## src/rtl/coeff_feeder.sv

```systemverilog
// -----------------------------------------------------------------------------
// coeff_feeder
//   Upstream sequencer for the coefficient processor. Buffers one polynomial of
//   N_COEFF coefficients, issues them to the processor one at a time with the
//   t/q latched at start, writes each result back in place, and exposes the
//   finished polynomial through a registered random-access read port.
//
//   Optional feature: define FEEDER_WATCHDOG_EN to build a WAIT-state watchdog
//   that aborts to DONE with err_o set after TIMEOUT cycles without a result.
//
// Ports
//   clk, rst          clock, synchronous active-high reset
//   load_*            coefficient write path (valid/data/ready)
//   start_i, t_i, q_i begin processing, moduli latched at start
//   proc_*_o          request to processor (t, q, data, one-cycle valid)
//   proc_*_i          processor ready/data/done
//   rd_addr_i/rd_data_o  result read port, 1-cycle latency
//   busy_o            ISSUE or WAIT
//   poly_done_o       DONE
//   clear_i           DONE -> LOAD
//   err_o             watchdog fired (sticky until clear_i/rst)
// -----------------------------------------------------------------------------
module coeff_feeder #(
   parameter int W       = 32,
   parameter int N_COEFF = 16,
   parameter int TIMEOUT = 1024
) (
   input  logic                       clk,
   input  logic                       rst,
   input  logic                       load_valid_i,
   input  logic [W-1:0]               load_data_i,
   output logic                       load_ready_o,
   input  logic                       start_i,
   input  logic [W-1:0]               t_i,
   input  logic [W-1:0]               q_i,
   output logic [W-1:0]               proc_t_o,
   output logic [W-1:0]               proc_q_o,
   output logic [W-1:0]               proc_data_o,
   output logic                       proc_valid_o,
   input  logic                       proc_ready_i,
   input  logic [W-1:0]               proc_data_i,
   input  logic                       proc_done_i,
   input  logic [$clog2(N_COEFF)-1:0] rd_addr_i,
   output logic [W-1:0]               rd_data_o,
   output logic                       busy_o,
   output logic                       poly_done_o,
   input  logic                       clear_i,
   output logic                       err_o
);

   localparam int AW = $clog2(N_COEFF);
   localparam logic [AW:0] FULL = (AW+1)'(N_COEFF);
   localparam logic [AW:0] LAST = (AW+1)'(N_COEFF - 1);

   typedef enum logic [1:0] {S_LOAD, S_ISSUE, S_WAIT, S_DONE} state_e;

   state_e        state_q, state_d;
   logic [AW:0]   count_q, count_d;
   logic [AW:0]   idx_q, idx_d;
   logic [W-1:0]  t_q, q_q;
   logic [W-1:0]  pdata_q, pdata_d;
   logic [W-1:0]  rd_data_q;
   logic [W-1:0]  mem [N_COEFF];

   logic load_fire, start_fire, issue_fire, wr_res, timeout;

   assign load_fire  = (state_q == S_LOAD) && load_valid_i && (count_q != FULL);
   // A write in the same cycle never coincides with an accepted start: start
   // needs the buffer already full, and a full buffer refuses writes.
   assign start_fire = (state_q == S_LOAD) && start_i && (count_q == FULL);
   assign issue_fire = (state_q == S_ISSUE) && proc_ready_i;
   assign wr_res     = (state_q == S_WAIT) && proc_done_i;

`ifdef FEEDER_WATCHDOG_EN
   localparam int CW = $clog2(TIMEOUT + 1);
   logic [CW-1:0] wd_q;
   logic          err_q;

   // wd_q counts completed WAIT cycles; the TIMEOUT-th one without a result aborts.
   assign timeout = (state_q == S_WAIT) && !proc_done_i && (wd_q == CW'(TIMEOUT - 1));

   always_ff @(posedge clk) begin
      if (rst) begin
         wd_q  <= '0;
         err_q <= 1'b0;
      end else begin
         if (issue_fire)             wd_q <= '0;
         else if (state_q == S_WAIT) wd_q <= wd_q + 1'b1;
         if (timeout)                          err_q <= 1'b1;
         else if (state_q == S_DONE && clear_i) err_q <= 1'b0;
      end
   end
   assign err_o = err_q;
`else
   assign timeout = 1'b0;
   assign err_o   = 1'b0;
`endif

   // State and datapath registers
   always_ff @(posedge clk) begin
      if (rst) begin
         state_q   <= S_LOAD;
         count_q   <= '0;
         idx_q     <= '0;
         t_q       <= '0;
         q_q       <= '0;
         pdata_q   <= '0;
         rd_data_q <= '0;
      end else begin
         state_q   <= state_d;
         count_q   <= count_d;
         idx_q     <= idx_d;
         pdata_q   <= pdata_d;
         rd_data_q <= mem[rd_addr_i];
         if (start_fire) begin
            t_q <= t_i;
            q_q <= q_i;
         end
      end
   end

   // Buffer is deliberately not cleared by reset; writes are blocked while in reset
   // so a late processor result after an abort cannot land.
   always_ff @(posedge clk) begin
      if (!rst) begin
         if (load_fire)   mem[count_q[AW-1:0]] <= load_data_i;
         else if (wr_res) mem[idx_q[AW-1:0]]   <= proc_data_i;
      end
   end

   // Next state
   always_comb begin
      state_d = state_q;
      count_d = count_q;
      idx_d   = idx_q;
      pdata_d = pdata_q;
      unique case (state_q)
         S_LOAD: begin
            if (load_fire) count_d = count_q + 1'b1;
            if (start_fire) begin
               state_d = S_ISSUE;
               idx_d   = '0;
               pdata_d = mem[0];
            end
         end
         S_ISSUE: if (proc_ready_i) state_d = S_WAIT;
         S_WAIT: begin
            if (timeout) state_d = S_DONE;
            else if (proc_done_i) begin
               if (idx_q == LAST) state_d = S_DONE;
               else begin
                  state_d = S_ISSUE;
                  idx_d   = idx_q + 1'b1;
                  // Next coefficient is staged here so proc_data_o is valid on
                  // the first ISSUE cycle.
                  pdata_d = mem[idx_d[AW-1:0]];
               end
            end
         end
         S_DONE: begin
            if (clear_i) begin
               state_d = S_LOAD;
               count_d = '0;
            end
         end
         default: state_d = S_LOAD;
      endcase
   end

   // Outputs
   always_comb begin
      load_ready_o = (state_q == S_LOAD) && (count_q != FULL);
      proc_valid_o = issue_fire;
      busy_o       = (state_q == S_ISSUE) || (state_q == S_WAIT);
      poly_done_o  = (state_q == S_DONE);
   end

   assign proc_t_o    = t_q;
   assign proc_q_o    = q_q;
   assign proc_data_o = pdata_q;
   assign rd_data_o   = rd_data_q;

endmodule

```

## config.mk

```make
export PLATFORM = sky130hd
export DESIGN_NAME = coeff_feeder
export DESIGN_NICKNAME = d
export VERILOG_FILES = /design/src/rtl/coeff_feeder.sv
export SDC_FILE = /design/constraint.sdc
export NUM_CORES = 1
export LEC_CHECK = 0
export BUFFER_PORTS_ARGS = -buffer_cell sky130_fd_sc_hd__buf_2
export CAP_MARGIN = 20
export CORE_MARGIN = 8
export CORE_UTILIZATION = 48
export CTS_CLUSTER_DIAMETER = 30
export DETAILED_ROUTE_END_ITERATION = 10
export GPL_TIMING_DRIVEN = 0
export PLACE_DENSITY_LB_ADDON = 0.12
export SYNTH_ARGS = -nofsm -noshare
export SYNTH_HDL_FRONTEND = slang
export SYNTH_SLANG_ARGS = --single-unit
export TNS_END_PERCENT = 10
```

## constraint.sdc

```tcl
create_clock -name clk -period 5.2 [get_ports clk]
set_input_delay 1.04 -clock clk [delete_from_list [all_inputs] [get_ports clk]]
set_output_delay 1.04 -clock clk [all_outputs]
set_load 0.02 [all_outputs]
```

==> summary.txt <==
STA
  • Period minus WS final: 3.81 ns
  • Final setup fails: 0
  • Clock skew: 0.0207 ns
  • Final period util: 73.3%
  • Final Hold Vio Count: 0
  • Max-slew violations: 0
  • Crit path setup slack, layout: 1.39 ns
  • Max transition margin: 23.1%
  • RSZ-0062 raised after global routing: no
  • Worst Tran Pin Value: ~1.2 ns
  • Max Fclk: 262 MHz

Detailed routing
  • WL per Instance: 30.3 um
  • 1st-iter DRT viols: between 2k and 2.5k
  • Detail Route Antenna Nets: 0
  • Vias per Instance: 6.24
  • Number of detailed-route iterations in the first pass: 6
  • Post-Route WL: 88,400 um
  • Via count: 18.2k
  • DRC errors left: 0

Floorplan
  • Rows: 90
  • Core area: 59,800 um^2
  • Die area: slightly below 70,000 um^2
  • Die height: roughly 260 um
  • Die width: between 200 and 300 um
  • Starting Density: between 40% and 50%
  • IO Count: 272

Placement
  • Dpl cells: 2,672
  • GPL Wtd Cong: about 0.83
  • Placed inst area: 31,700 um^2
  • Setup WS pre-CTS: roughly 1.1 ns
  • Port bufs: 266
  • Dpl hpwl: 57,800 um

Synthesis
  • Synth cell types: 46
  • Synth warn: 0
  • Syn_nets: ~1.8k
  • Most common cell in the synthesized netlist: edfxtp_1
  • Synth top cells by count: edfxtp_1, mux4_2, dfxtp_1, nand2_1, mux2_2
  • Synth Register Bits: around 650
  • Synthesized area: 28,800 um^2
  • Most used DFF post-synth: edfxtp_1
  • Post-synthesis async set-or-reset flop share: 0%
  • Sequential area share after synthesis: 63.1%
  • Main area contributors after synthesis: edfxtp_1, mux4_2, dfxtp_1
  • Cell taking the most area after synthesis: edfxtp_1
  • Share of the synthesized area in the top cell type: 53.4%
  • Mean Syn Cell Area: 18.0 um^2
  • Syn Inst Count: 1,604
  • EDFF count, synth: slightly above 500

Global route
  • Tot GR Track Use: 26.1%
  • Vias in the first global route: 18.8k
  • Antenna violations before repair: 1
  • First-pass GRT wire length: 127,000 um
  • GR Overflow Total: 0
  • Largest net degree at the start of global routing: 21

Run status
  • Status: finished, final reports clean

Pwr
  • Pwr Density: 435 nW/um^2
  • Leakage: around 12 nW
  • Maximum vdd ir drop: 0.000332 V

Min path
  • Hold Path Sink: proc_t_o[28]$_SDFFE_PP0P_
  • Min-delay src: proc_t_o[28]$_SDFFE_PP0P_
  • WHS Path Cells: 2
  • Hold crit path type: reg2reg

Setup path
  • WS Path Type: reg2reg
  • Worst setup EP type: flop
  • Reg2reg start: state_q[0]$_SDFFE_PP0P_
  • R2R Path End: mem[1][19]$_DFFE_PP_
  • R2r setup slk: 1.39 ns
  • CP Max Fanout: 18
  • FF-to-FF path depth: 8
  • Crit path DAT: 4.19 ns
  • CP Launch Type: flop
  • Critical Path RT: 5.58 ns

Finish
  • Non-Filler Instances: 2,920
  • Multi-input logic area: slightly above 10,000 um^2
  • Final Cell Area: about 36,000 um^2
  • Layout Nets: between 2k and 2.5k
  • Fillers: 4,326
  • Register area: 18,200 um^2
  • Area growth, synth to finish: 25.9%
  • Share of cells above drive strength 1: 45.1%

Clock network
  • Hold-fix buffers at CTS: 0
  • CTS Buffer Depth: 3
  • Sink Count: 652
  • Post-CTS setup buffer count: 0
  • CTS tree: built
  • # resized after CTS: 0
  • Worst skew pair latency: 0.70 ns
  • CTS buffer count: 134
  • Clock transition at path regs: 0.05 ns
  • # H-tree levels: 4
  • Root Buffer: clkbuf_16

Flow run
  • Max cap viols: 0
## worst max-delay path, stage by stage, from the launching register on
cell and delay [ns]:
dfxtp_1 0.35, inv_1 0.10, ha_1 0.33, nand2_1 0.20, a311oi_4 0.44, mux2_2 0.43
or3_1 0.53, nor2_4 0.81, buf_12 0.28
## per-stage QoR
stage	power [W]	utilization [%]	hold WS (ns)	setup TNS, ns
finish	0.0158	60.7	0.453	0
global route	0.0162	60.7	0.465	0
CTS	0.0158	60.6	0.451	0
detailed placement	0.00729	52.9	0.444	0
global placement	0.00726	52.0	0.438	-567.88
floorplan	0.00676	-	0.465	0
## worst max-delay path by stage
stage	cells after the start	to	slack [ns]	from
floorplan	5	mem[13][0]$_DFFE_PP_	1.08	proc_done_i
global placement	6	mem[1][18]$_DFFE_PP_	-1.34	proc_done_i
detailed placement	8	mem[0][19]$_DFFE_PP_	1.07	proc_done_i
CTS	9	mem[0][18]$_DFFE_PP_	1.40	state_q[0]$_SDFFE_PP0P_
global route	9	mem[0][19]$_DFFE_PP_	1.24	state_q[0]$_SDFFE_PP0P_
finish	8	mem[1][19]$_DFFE_PP_	1.39	state_q[0]$_SDFFE_PP0P_
## layer usage
layer	global-route usage [%]	part of all wire, %	routed length [um]
met1	34.1	39	34400
met2	41.7	48	42500
met3	6.72	9.9	8770
met4	10.2	3.1	2730
met5	0.219	0	0
## registers in the layout, summed over array words and instances, names as in the netlist
| name | flops |
|---|---|
| proc_t_o | 32 |
| state_q | 2 |
| idx_q | 5 |
| proc_q_o | 32 |
| rd_data_o | 32 |
| mem | 512 |
| count_q | 5 |
| proc_data_o | 32 |
## placed cells by master (no fill, tap or decap), types with 19 or more instances in the layout
cell and n:
mux2_2 98, nor2b_1 35, clkbuf_1 82, clkinv_2 19
a21oi_1 70, a211oi_1 36, edfxtp_1 512, buf_2 298
clkbuf_16 141, mux4_2 288, dfxtp_1 140, nand2_1 134
a222oi_1 32, nor2_1 47
## where the power goes
group / switching, W / internal, W
clock: 0.00278 / 0.00579
sequential: 0.0000963 / 0.00582
combinational: 0.000801 / 0.000480
total: 0.00367 / 0.0121
## cell families (layout without fill, tap and decap cells)
| family | count (synthesis) | in the layout | synth area share [%] |
|---|---|---|---|
| other cells | 1 | 3 | 0.0130 |
| flops | 652 | 652 | 63.1 |
| buf+inv | 138 | 670 | 2.22 |
| fa+ha+maj | 8 | 8 | 0.348 |
| compound gates | 154 | 154 | 3.76 |
| simple gates | 258 | 258 | 3.98 |
| mux | 388 | 388 | 26.4 |
| xor+xnor | 5 | 5 | 0.152 |
## layout make-up
type	instances	area share (%)
repair buffers	286	4.83
clock buffers	171	10.3
clock inverters	75	2.36
flip-flops and latches	652	50.1
multi-input cells	814	27.9
plain buffers	127	1.65
diodes	2	0.0138
inverters	11	0.114
well taps	782	2.70
Power figures use the tool's default switching activity.
